===== src/rtl/mem_pkg.sv =====
// Shared types for the data-memory access sequencer: access sizes, FSM states
// and the alignment rule applied when a request is accepted.
package mem_pkg;

    typedef enum logic [1:0] {
        SZ_WORD = 2'b00,
        SZ_HALF = 2'b01,
        SZ_BYTE = 2'b10
    } mem_size_t;

    typedef enum logic [2:0] {
        ST_IDLE  = 3'd0,
        ST_READ  = 3'd1,
        ST_WRITE = 3'd2,
        ST_RESP  = 3'd3,
        ST_ERR   = 3'd4
    } mau_state_t;

    // Size 2'b11 never names a legal access, so it always faults.
    function automatic logic is_misaligned(input logic [1:0] size, input logic [1:0] addr_lo);
        logic bad;
        case (size)
            SZ_WORD: bad = (addr_lo != 2'b00);
            SZ_HALF: bad = addr_lo[0];
            SZ_BYTE: bad = 1'b0;
            default: bad = 1'b1;
        endcase
        return bad;
    endfunction

endpackage


===== src/rtl/lane_merge.sv =====
// Little-endian lane handling: merges a store lane into a captured word and
// extracts/extends a load lane from it.
module lane_merge
    import mem_pkg::*;
(
    input  logic [31:0] word_i,
    input  logic [31:0] wdata_i,
    input  logic [1:0]  size_i,
    input  logic [1:0]  addr_i,
    input  logic        signed_i,
    output logic [31:0] store_o,
    output logic [31:0] load_o
);

    logic [15:0] half_s;
    logic [7:0]  byte_s;

    assign half_s = addr_i[1] ? word_i[31:16] : word_i[15:0];
    assign byte_s = word_i[{addr_i, 3'b000} +: 8];

    // Lane merge for stores and lane extraction with extension for loads
    always_comb begin
        store_o = word_i;
        load_o  = word_i;
        case (size_i)
            SZ_WORD: begin
                store_o = wdata_i;
                load_o  = word_i;
            end
            SZ_HALF: begin
                if (addr_i[1]) begin
                    store_o[31:16] = wdata_i[15:0];
                end else begin
                    store_o[15:0] = wdata_i[15:0];
                end
                load_o = {{16{signed_i & half_s[15]}}, half_s};
            end
            SZ_BYTE: begin
                store_o[{addr_i, 3'b000} +: 8] = wdata_i[7:0];
                load_o = {{24{signed_i & byte_s[7]}}, byte_s};
            end
            default: begin
                store_o = word_i;
                load_o  = word_i;
            end
        endcase
    end

endmodule


===== src/rtl/mem_access_unit.sv =====
// Multi-cycle load/store sequencer in front of a synchronous word-addressed
// data memory; sub-word stores are done as read-modify-write.
module mem_access_unit
    import mem_pkg::*;
#(
    parameter int MEM_LAT = 1,
    parameter int ADDR_W  = 32
) (
    input  logic              clk,
    input  logic              reset,
    input  logic              req_valid,
    output logic              req_ready,
    input  logic              req_write,
    input  logic [1:0]        req_size,
    input  logic              req_signed,
    input  logic [ADDR_W-1:0] req_addr,
    input  logic [31:0]       req_wdata,
    output logic              resp_valid,
    output logic [31:0]       resp_rdata,
    output logic              misalign,
    output logic [ADDR_W-1:0] mem_addr,
    output logic              mem_wr,
    output logic [31:0]       mem_wdata,
    input  logic [31:0]       mem_rdata
);

    localparam logic [2:0] CNT_LAST = 3'(MEM_LAT - 1);

    mau_state_t        state_q, state_d;
    logic [ADDR_W-1:0] addr_q;
    logic [1:0]        size_q;
    logic              signed_q;
    logic              write_q;
    logic [31:0]       wdata_q;
    logic [31:0]       rdata_q;
    logic [2:0]        cnt_q;

    logic              accept_s;
    logic              read_last_s;
    logic [31:0]       store_word_s;
    logic [31:0]       load_word_s;

    assign accept_s    = req_valid && (state_q == ST_IDLE);
    assign read_last_s = (state_q == ST_READ) && (cnt_q == CNT_LAST);

    lane_merge u_lane_merge (
        .word_i   (rdata_q),
        .wdata_i  (wdata_q),
        .size_i   (size_q),
        .addr_i   (addr_q[1:0]),
        .signed_i (signed_q),
        .store_o  (store_word_s),
        .load_o   (load_word_s)
    );

    // State register
    always_ff @(posedge clk) begin
        if (reset) begin
            state_q <= ST_IDLE;
        end else begin
            state_q <= state_d;
        end
    end

    // Request capture, read-latency counter and captured memory word
    always_ff @(posedge clk) begin
        if (reset) begin
            addr_q   <= '0;
            size_q   <= 2'b00;
            signed_q <= 1'b0;
            write_q  <= 1'b0;
            wdata_q  <= 32'h0000_0000;
            rdata_q  <= 32'h0000_0000;
            cnt_q    <= 3'd0;
        end else begin
            if (accept_s) begin
                addr_q   <= req_addr;
                size_q   <= req_size;
                signed_q <= req_signed;
                write_q  <= req_write;
                wdata_q  <= req_wdata;
            end
            cnt_q <= ((state_q == ST_READ) && !read_last_s) ? cnt_q + 3'd1 : 3'd0;
            if (read_last_s) begin
                rdata_q <= mem_rdata;
            end
        end
    end

    // Next-state logic; only word stores skip the read phase
    always_comb begin
        state_d = state_q;
        case (state_q)
            ST_IDLE: begin
                if (!accept_s) begin
                    state_d = ST_IDLE;
                end else if (is_misaligned(req_size, req_addr[1:0])) begin
                    state_d = ST_ERR;
                end else if (req_write && (req_size == SZ_WORD)) begin
                    state_d = ST_WRITE;
                end else begin
                    state_d = ST_READ;
                end
            end
            ST_READ: begin
                if (!read_last_s) begin
                    state_d = ST_READ;
                end else if (write_q) begin
                    state_d = ST_WRITE;
                end else begin
                    state_d = ST_RESP;
                end
            end
            ST_WRITE: state_d = ST_IDLE;
            ST_RESP:  state_d = ST_IDLE;
            ST_ERR:   state_d = ST_IDLE;
            default:  state_d = ST_IDLE;
        endcase
    end

    // Output decode from the current state
    always_comb begin
        req_ready  = 1'b0;
        resp_valid = 1'b0;
        resp_rdata = 32'h0000_0000;
        misalign   = 1'b0;
        mem_addr   = '0;
        mem_wr     = 1'b0;
        mem_wdata  = 32'h0000_0000;
        case (state_q)
            ST_IDLE: req_ready = 1'b1;
            ST_READ: mem_addr = {addr_q[ADDR_W-1:2], 2'b00};
            ST_WRITE: begin
                mem_addr   = {addr_q[ADDR_W-1:2], 2'b00};
                mem_wr     = 1'b1;
                mem_wdata  = store_word_s;
                resp_valid = 1'b1;
            end
            ST_RESP: begin
                resp_valid = 1'b1;
                resp_rdata = load_word_s;
            end
            ST_ERR:  misalign = 1'b1;
            default: req_ready = 1'b0;
        endcase
    end

endmodule

===== config.mk =====
export PLATFORM = sky130hd
export DESIGN_NAME = mem_access_unit
export DESIGN_NICKNAME = d
export VERILOG_FILES = /design/src/rtl/mem_pkg.sv /design/src/rtl/lane_merge.sv /design/src/rtl/mem_access_unit.sv
export SDC_FILE = /design/constraint.sdc
export NUM_CORES = 1
export LEC_CHECK = 0
export CAP_MARGIN = 20
export CELL_PAD_IN_SITES_DETAIL_PLACEMENT = 2
export CELL_PAD_IN_SITES_GLOBAL_PLACEMENT = 2
export CORE_MARGIN = 4
export CORE_UTILIZATION = 26
export DETAILED_ROUTE_END_ITERATION = 10
export HOLD_SLACK_MARGIN = 0.12
export PLACE_DENSITY_LB_ADDON = 0.1
export SLEW_MARGIN = 0
export SYNTH_ARGS = -nofsm -noshare
export SYNTH_HDL_FRONTEND = slang
export SYNTH_SLANG_ARGS = --single-unit
export TNS_END_PERCENT = 100

===== constraint.sdc =====
create_clock -name clk -period 5.2 [get_ports clk]
set_input_delay 1.04 -clock clk [delete_from_list [all_inputs] [get_ports clk]]
set_output_delay 1.04 -clock clk [all_outputs]
set_load 0.03 [all_outputs]

## After elaboration in Yosys (flattened, before gate mapping)

Index checks and enable logic that the tools add are counted.
W data, S select, Z words.

- Register bits after elaboration: 106
- Output and inout bits: 100
- Bits of input ports: 103
- Word-level logic and storage cells: 59

- Equality and inequality tests: 8
- Multiplexer cells: 22
- Shift-type cells: 3
- Add/sub/neg operators: 2
- Bitwise gates (word level): 3
- Reduce and logical (&&, ||, !) cells: 13

Operator list:

| kind | number |
|---|---|
| $mux W32 | 3 |
| $pmux W32 S3 | 1 |
| $pmux W32 S2 | 1 |
| $mux W16 | 3 |
| $bwmux W32 | 1 |
| $shift A8 B7 Y32 const A | 1 |
| $shiftx A32 B6 Y8 | 1 |
| $shiftx A8 B7 Y32 | 1 |
| $mux W1 | 7 |
| $neg A5 Y7 | 1 |
| $eq A3 B2 Y1 const B | 2 |
| $logic_not A3 Y1 | 2 |
| $mux W3 | 2 |
| $pmux W3 S2 | 1 |
| $reduce_or A2 Y1 | 3 |
| $eq A2 B1 Y1 const B | 2 |
| $eq A2 B2 Y1 const B | 2 |
| $logic_and A1 B1 Y1 | 4 |
| $logic_not A2 Y1 | 2 |
| $mux W2 | 2 |
| $add A3 B1 Y3 const B | 1 |
| $eq A3 B1 Y1 const B | 1 |
| $eq A3 B3 Y1 const B | 1 |
| $pmux W1 S3 | 1 |
| other kinds (4) | 5 |

## Longest topological paths before layout

Gate-level depths: netlist of the first run.

- Depth in word-level cells: 7
- Depth in mapped cells: 9

## By module

Synthesis of the first run repeated with hierarchy kept, for this count alone.

- Cell total of the unflattened synthesis: 803
- Area, all modules: 5925.7 µm²

By module, submodules not included:

| module | area an instance (µm²) | cells an instance | times used |
|---|---|---|---|
| mem_access_unit | 4395.5 | 583 | 1 |
| lane_merge | 1530.2 | 220 | 1 |

## Worst setup path before layout of the first run

Ideal clock, no wire load.

- Path type: reg2out
- Start: reg addr_q[1]
- End: out mem_wdata[16]
- Stages on the path, launching flop included: 9
- Data arrival time: 2.473 ns
- Setup slack: 1.687 ns
- Cell sequence: dfxtp_1 -> buf_4 -> buf_2 -> clkinv_1 -> ha_1 -> nand2_1 -> o32ai_1 -> nand2_1 -> a221oi_1

- Longest elaborated chain between the ends: 5

Ends and longest elaborated chain:

| element | line | text |
|---|---|---|
| from (decl) | mem_access_unit.sv:30 | `logic [ADDR_W-1:0] addr_q;` |
| from (signal assigned) | mem_access_unit.sv:77 | `addr_q <= req_addr;` |
| $neg A5 Y7 | lane_merge.sv:39 | `store_o[{addr_i, 3'b000} +: 8] = wdata_i[7:0];` |
| $shiftx A8 B7 Y32 or $shift A8 B7 Y32 (tied branches) | lane_merge.sv:39 |  |
| $bwmux W32 | lane_merge.sv:39 |  |
| $pmux W32 S3 * | lane_merge.sv:25 | `case (size_i)` |
| $mux W32 * | mem_access_unit.sv:130 | `case (state_q)` |
| to (decl) | mem_access_unit.sv:23 | `output logic [31:0] mem_wdata,` |

Every way passes the cells marked *; elsewhere a longest branch is shown, timed or not.

## Final worst setup path of the first run

- Start: reg state_q[1]
- End: out mem_wdata[10]

- Longest elaborated chain between the ends: 2

Ends and longest elaborated chain:

| element | line | text |
|---|---|---|
| from (decl) | mem_access_unit.sv:29 | `mau_state_t state_q, state_d;` |
| from (signal assigned) | mem_access_unit.sv:61 | `state_q <= state_d;` |
| $eq A3 B2 Y1 | mem_access_unit.sv:130 |  |
| $mux W32 | mem_access_unit.sv:130 |  |

Every way passes these cells.

==> results.txt, run 1 <==
The run finished with clean final reports. The worst slew margin relative to its limit is 29.8%. The violation count after the first detailed-routing iteration came out at 321. The worst min-delay path category is reg2reg. The tightest hold path in the finished design has a slack of 0.454 ns. The worst path uses 84.8% of the clock period. The clock edge transition at the registers on the reported setup and hold paths came out at 0.08 ns. Between clock sinks in the finished design, the worst skew comes to 0.0103 ns. CTS placed an instance of clkbuf_16 at the clock tree root. The clock share of power is 35.8%.

The worst setup path is captured at a primary output. The final route contains 6,330 vias. The vias per cell is 4.99.

Subtracting the final worst setup slack from the clock period gives 4.41 ns. TritonCTS built the clock tree. The row count came out at 54. The switching power as a share of total power came out at 31.7%. The register bit count reported by yosys is 106.

The cell internal power dissipation is 1.42 mW. From bottom edge to top edge, the die measures 157 um. The total wire length after detailed routing is 25,500 um.

The number of max-slew violations in the final report is 0. At the end of routability-driven placement, the weighted congestion stood at 0.839. STA classifies the critical path startpoint as a register.

Summing every instance area after synthesis gives 5800 sq um. The final worst setup slack is 0.790 ns. The insertion delay of the later-clocked pin in the worst-skew pair is 0.37 ns. For this design the top-level I/O count stands at 203.

The delay of the slowest critical-path stage is 0.79 ns. The slowest stage of the critical path is the or3b_1 cell. The initial antenna violation count came out at 1. Counting flops with a built-in enable in the synthesized netlist gives 0. For this run, design rule violations remaining after detail routing come to 0. The share of final-layout standard cells stronger than drive strength 1 came out at 4.45%. For this run, the register share of the synthesized area comes to 36.6%. The placed wire-length estimate after detailed placement came out at 18,900 um. The setup TNS came out at 0 ns. Walking the worst path, the cells encountered are or3b_1 -> or2_0 -> o21ai_1 -> clkdlybuf4s50_1.

The via count of the first global-routing pass is 6,554. The leakage component of the power is 2.89 nW. Among all cell types in the netlist, the one instantiated most often is nand2_1. At the end of the flow, the number of nets in the layout was 1,099. The remaining antenna violation count after routing came out at 0. The number of gates given a new drive strength after cts came out at 0. The largest net degree at the start of global routing is 74. The highest layer touched by signal routing is met5.

Power spread over the standard cell area amounts to 252 nW/um^2. The share of total power in sequential cells is 44.5%. The wire length of the first global-routing pass came out at 38,300 um.

The post-synthesis cell count came out at 828. Summed over all nets, wire length on met2 after detailed routing comes to 12,300 um. In this run the power spent charging and discharging nets is 0.657 mW. The average routed wire per standard cell is 20.1 um. The largest fanout on the critical path is 27. After synthesis, the most frequently instantiated cells are nand2_1 (268), a21oi_1 (143), dfxtp_1 (106), and2_1 (32), clkbuf_1 (32).

Of all cell types, the one taking the most synthesized area is dfxtp_1. The number of antenna repair diodes came out at 0. In the post-synthesis netlist, the biggest area contributors are dfxtp_1 (37%), nand2_1 (17%), a21oi_1 (12%), and2_1 (3.4%), ha_1 (2.4%). The die covers 24,800 sq um. The data required time at the worst endpoint came out at 4.16 ns. The relative area change from synthesis to final layout is 42.0%.

In the detailed route, the total length drawn on met3 is 1730 um. The filler cells instantiated in the layout total 2,587. Across every metal layer, demand over resource in global routing totals 20.0%.

Setup repair after global routing left no endpoint under its margin. The type of the setup path with the least slack is reg2out. The async set-or-reset flop fraction in the synthesized netlist is 0%. The final-report setup violation count is 0. The timing-limited maximum frequency came out at 227 MHz.

The transition at the pin with the smallest max-transition slack came out at 1.05 ns. The number of clock buffers added by TritonCTS is 9. The synthesized netlist contains 49 unique library cells.

The maximum level of the CTS H-tree came out at 3. The data arrival time of the worst path is 3.37 ns. The proportion of power drawn by combinational gates came out at 19.7%. The first detailed-routing pass took 5 iterations. The worst setup slack before clock tree synthesis came out at 1.18 ns.

The total power draw came out at 2.07 mW. The number of warnings reported in the yosys synthesis log is 0. The area of all sequential standard cells is 2120 sq um.

The multi-input combinational cell area is 3330 sq um. In the synthesized netlist the dominant register cell turns out to be dfxtp_1. The die is 157 um wide. The mean instance size in the synthesized netlist came out at 7.01 sq um. The count of buffers inserted at the top-level ports is 200. The share of synthesized area in the top cell type comes to 36.6%.

The quantity of hold-fixing buffers added after cts came out at 0. The effective utilization at floorplan came out at 26.5%. The worst-case vdd ir drop came out at 0.171 mV. The remaining global-route overflow is 0. The wire length on met1 is 11,300 um.

The CTS sink count came out at 106. The post-CTS repair timing setup buffer count is 0. The placeable core area is 21,900 sq um. The max-cap check violation count is 0. The hold violation total from the final report came out at 0. The maximum clock path buffer count came out at 2.
==> final timing paths <==
kind | start | endpoint | slack [ns] | cells past startpoint
worst max-delay path | state_q[1] | mem_wdata[10] | 0.79 | 4
worst min-delay path | addr_q[28] | addr_q[28] | 0.45 | 2
worst max register to register | state_q[1] | state_q[0] | 2.82 | 5
worst min register to register | addr_q[28] | addr_q[28] | 0.45 | 2
==> cells by family (layout without fill, tap and decap cells) <==
kind of cell / after synthesis / count (layout) / synth area share [%]
AO/OA/AOI/OAI: 242 / 242 / 24.1
flip-flops: 106 / 106 / 36.6
XOR/XNOR: 2 / 2 / 0.302
adder cells (fa/ha/maj): 11 / 11 / 2.37
other: 1 / 2 / 0.0646
buffers and inverters: 80 / 240 / 6.36
multiplexers: 9 / 9 / 1.70
AND/OR/NAND/NOR: 377 / 377 / 28.5
==> layout make-up <==
cell class                 instances  share of cell area (%)
multi-input combinational        643                    40.4
clock inverter                     6                    1.02
clock buffer                       9                    2.73
inverter                          14                   0.638
sequential                       106                    25.7
timing repair buffer             211                    25.3
tap                              280                    4.25
==> per-layer routing <==
| layer | GRT usage, % | up-vias |
|---|---|---|
| li1 | - | 3102 |
| met1 | 25.1 | 3052 |
| met2 | 34.7 | 160 |
| met3 | 5.53 | 14 |
| met4 | 3.44 | 2 |
| met5 | 0 | - |
==> through the flow <==
stage | area (sq um) | std cells | util [%]
floorplan | 5810 | 829 | -
global placement | 7930 | 1254 | 36.2
detailed placement | 7930 | 1254 | 36.2
CTS | 8240 | 1269 | 37.7
global route | 8240 | 1269 | 37.7
finish | 8240 | 1269 | 37.7
==> power groups by stage <==
stage / Combinational, mW / Sequential, mW / Clock (mW)
after floorplan: 0.251 / 0.910 / 0
after global placement: 0.407 / 0.940 / 0
after detailed placement: 0.413 / 0.943 / 0
after CTS: 0.416 / 0.924 / 0.768
after global routing: 0.453 / 0.929 / 0.793
final: 0.408 / 0.924 / 0.742
==> sequential cells by signal, indices dropped and copies added, names as in the netlist <==
name	cells
signed_q	1
addr_q	32
cnt_q	3
size_q	2
state_q	3
write_q	1
wdata_q	32
rdata_q	32
==> worst max-delay path: cells and delay by family, from the launching register on <==
kind,cells,cell delay (ns)
compound gates,1,0.31
buf+inv,1,0.72
simple gates,2,1.34
flops,1,0.64
==> cells in the final DEF (no fill, tap or decap), types with 2 or more instances in the layout <==
master,instances
clkbuf_16,9
nand4bb_1,2
o22ai_1,10
mux2_2,7
nand3_1,6
nand2_1,267
nor3b_1,3
and2_1,31
o21ai_1,9
a221oi_1,5
nor4_1,5
a22oi_1,16
mux2i_1,2
a21oi_1,143
a31oi_1,3
nand2b_1,14
ha_1,11
clkdlybuf4s50_1,199
inv_6,2
a32oi_1,8
dfxtp_1,106
o211ai_1,5
nor2b_1,12
a311oi_1,7
conb_1,2
inv_1,13
buf_4,12
nor2_1,24
o21ai_0,23
a21o_1,7
xnor2_1,2
(Power assumes the default switching activity.)
==> run 2: changes to the inputs <==
--- a/config.mk
+++ b/config.mk
@@ -9,7 +9,7 @@
 export CELL_PAD_IN_SITES_DETAIL_PLACEMENT = 2
 export CELL_PAD_IN_SITES_GLOBAL_PLACEMENT = 2
 export CORE_MARGIN = 4
-export CORE_UTILIZATION = 26
+export CORE_UTILIZATION = 22
 export DETAILED_ROUTE_END_ITERATION = 10
 export HOLD_SLACK_MARGIN = 0.12
 export PLACE_DENSITY_LB_ADDON = 0.1
==> constraint.sdc (replaced) <==
create_clock -name clk -period 3.8 [get_ports clk]
set_input_delay 0.76 -clock clk [delete_from_list [all_inputs] [get_ports clk]]
set_output_delay 0.76 -clock clk [all_outputs]
set_load 0.03 [all_outputs]
==> results.txt, run 2 (same netlist as run 1, synthesis figures left out) <==
For this design the static power due to leakage is 3.07 nW. The post-CTS repair timing setup buffer count is 0. The effective utilization at floorplan came out at 22.3%.

The proportion of power drawn by combinational gates came out at 20.8%. The total clock buffers created by CTS came out at 9. Timing analysis after detailed placement gives a worst setup slack of 0.401 ns. The count of boundary I/O pins came out at 203.

The via total after detailed routing is 6,395. Detailed placement finished with a half-perimeter wire length of 20,200 um. The insertion delay of the later-clocked pin in the worst-skew pair is 0.36 ns.

The row count came out at 59. The largest net degree at the start of global routing is 81. On the final layout, the worst clock skew is 0.0101 ns. The max-cap check violation count came out at 0. Dividing the detail-routed wire length by the instance count gives 20.1 um. The path with the worst hold slack has its endpoint at addr_q[11]. In this run the tool buffered the top-level ports with 200 buffer cells.

The clock edge transition at the registers on the reported setup and hold paths came out at 0.09 ns. STA classifies the critical path endpoint as a primary output. The count of cells along the worst hold path came out at 2. The worst-case vdd ir drop came out at 0.195 mV.

Total power for the finished layout comes to 2.80 mW. The violation count after the first detailed-routing iteration is 313. The initial antenna violation count is 1.

Derived from the worst setup path, the maximum achievable clock frequency is 276 MHz. The net switching power came out at 0.899 mW. The data required time at the worst endpoint is 3.04 ns.

The critical-path cell with the highest stage delay is clkdlybuf4s50_1. The number of gates resized after CTS was 0. The count of nets after finishing came out at 1,107. After detailed routing, the number of remaining DRC violations is 0. The number of filler cells placed in the layout came out at 3,057. The min-delay analysis places its worst path in the category reg2reg.

The worst slew margin relative to its limit is 36.9%. The first TritonRoute pass finished after 5 iterations. For this design, the CTS-stage hold fixing added 0 buffers. The total power per unit cell area is 325 nW/um^2. The share of total power in sequential cells came out at 45.0%. The routed design has 26,800 um of wire.

Setup repair after global routing left no endpoint under its margin. Net switching is 32.1% of the power. Walking the worst path, the cells encountered are inv_1 -> ha_1 -> nand2b_1 -> o22ai_1 -> a21boi_2 -> a21oi_1 -> clkdlybuf4s50_1. The hold violation total from the final report came to 0.

The placeable core area is 26,000 sq um. The critical path buffer and inverter count came out at 2. The setup TNS came out at 0 ns. The maximum clock path buffer count came out at 2. The final-report setup violation count is 0. The type of the setup path with the least slack is reg2out. The CTS sink count is 106. Leaving out fill and tap cells, the most frequent cells in the layout are nand2_1 (267), clkdlybuf4s50_1 (167), a21oi_1 (143). The library cell used most frequently in the layout, excluding fill and tap cells, is nand2_1.

The number of cells traversed by the worst register-to-register path came out at 5. The clock share of power is 34.1%. The worst setup path is launched from a register. The x dimension of the die came out at 170 um.

The run finished with clean final reports. The tightest hold margin is 0.454 ns. The critical path runs through a total of 7 cells. After layout, the worst path uses 95.4% of the clock period. The largest registers in the layout are addr_q (32), rdata_q (32), wdata_q (32). The relative area change from synthesis to final layout came out at 48.5%.

The wire length of the first global-routing pass is 40,300 um. The die area is 29,000 sq um. The largest fanout on the critical path came out at 9.

The cell internal power dissipation is 1.90 mW. The startpoint identified for the worst hold timing path is addr_q[11]. The remaining antenna violation count after routing is 0. The vias per cell is 4.80. TritonCTS built the clock tree.

The startpoint identified for the worst register-to-register timing path is state_q[1]. The final critical path time including I/O delays and setup came out at 3.63 ns. Setup slack on the worst reg-to-reg path comes out at 1.57 ns. Broken down by cell family, the worst path's largest delay share belongs to compound AO/OA/AOI/OAI gates. The transition at the pin with the smallest max-transition slack came out at 0.946 ns.

The final worst setup slack came out at 0.174 ns. The data arrival time of the worst path is 2.87 ns. The share of final-layout standard cells stronger than drive strength 1 came out at 8.82%.

The number of max-slew violations in the final report came out at 0. The clock root buffer master is clkbuf_16. The number of antenna repair diodes is 0. The maximum level of the CTS H-tree came out at 3. The overall routing resource usage is 17.9%. The worst register-to-register path ends at addr_q[1]. The congestion estimate from routability-driven global placement came to 0.818. In this design, the stage delay of the slowest critical-path cell is 0.71 ns. The remaining global-route overflow is 0. The height of the chip is 170 um. The via count of the first global-routing pass came out at 6,694.
==> run 2: cell type report <==
cell class | instances | area (sq um) | share of cell area (%)
clock buffers | 10 | 239 | 2.77
clock inverters | 6 | 47.5 | 0.552
inverters | 14 | 52.6 | 0.610
multi-input cells | 643 | 3330 | 38.7
flip-flops and latches | 106 | 2120 | 24.6
well taps | 335 | 419 | 4.86
repair buffers | 219 | 2410 | 27.9
==> run 2: how the worst max path moves through the flow <==
stage	startpoint	to	slack, ns
after detailed placement	size_q[0]	resp_rdata[0]	0.40
final	size_q[0]	resp_rdata[15]	0.17
after CTS	size_q[0]	resp_rdata[0]	0.003
after floorplan	addr_q[1]	mem_wdata[16]	0.57
after global placement	size_q[0]	resp_rdata[5]	0.46
after global routing	size_q[0]	resp_rdata[29]	0.03
==> run 2: power groups by stage <==
stage                     registers, mW  clock network [mW]  logic (mW)
final                              1.26               0.956       0.583
after floorplan                    1.25                   0       0.343
after detailed placement           1.29                   0       0.592
after CTS                          1.26               0.996       0.594
after global placement             1.29                   0       0.578
after global routing               1.27                1.04       0.646
==> run 2: layer usage <==
| metal | share of wire, % | global-route usage [%] | up-vias |
|---|---|---|---|
| met1 | 46 | 23.4 | 3102 |
| met5 | 0.049 | 0 | - |
| li1 | - | - | 3126 |
| met3 | 5.9 | 4.23 | 14 |
| met4 | 0.90 | 3.19 | 2 |
| met2 | 48 | 30.5 | 151 |
==> run 2: metrics by stage <==
stage          cell area [sq um]  cells  utilization [%]
5_1_grt                     8620   1333             33.2
3_3_place_gp                8300   1316             32.0
4_1_cts                     8620   1333             33.2
2_1_floorplan               5810    829                -
3_5_place_dp                8330   1317             32.1
6_report                    8620   1333             33.2
==> run 2: worst min-delay path: stages (launching register included) <==
cell and delay, ns:
dfxtp_1 0.31, nand2_1 0.05, a21oi_1 0.05
==> run 3: changes to the inputs <==
--- a/config.mk
+++ b/config.mk
@@ -17,4 +17,3 @@
 export SYNTH_ARGS = -nofsm -noshare
 export SYNTH_HDL_FRONTEND = slang
 export SYNTH_SLANG_ARGS = --single-unit
-export TNS_END_PERCENT = 100
==> results of run 3 <==
No change in the layout: final DEF, timing and power equal those of run 2.
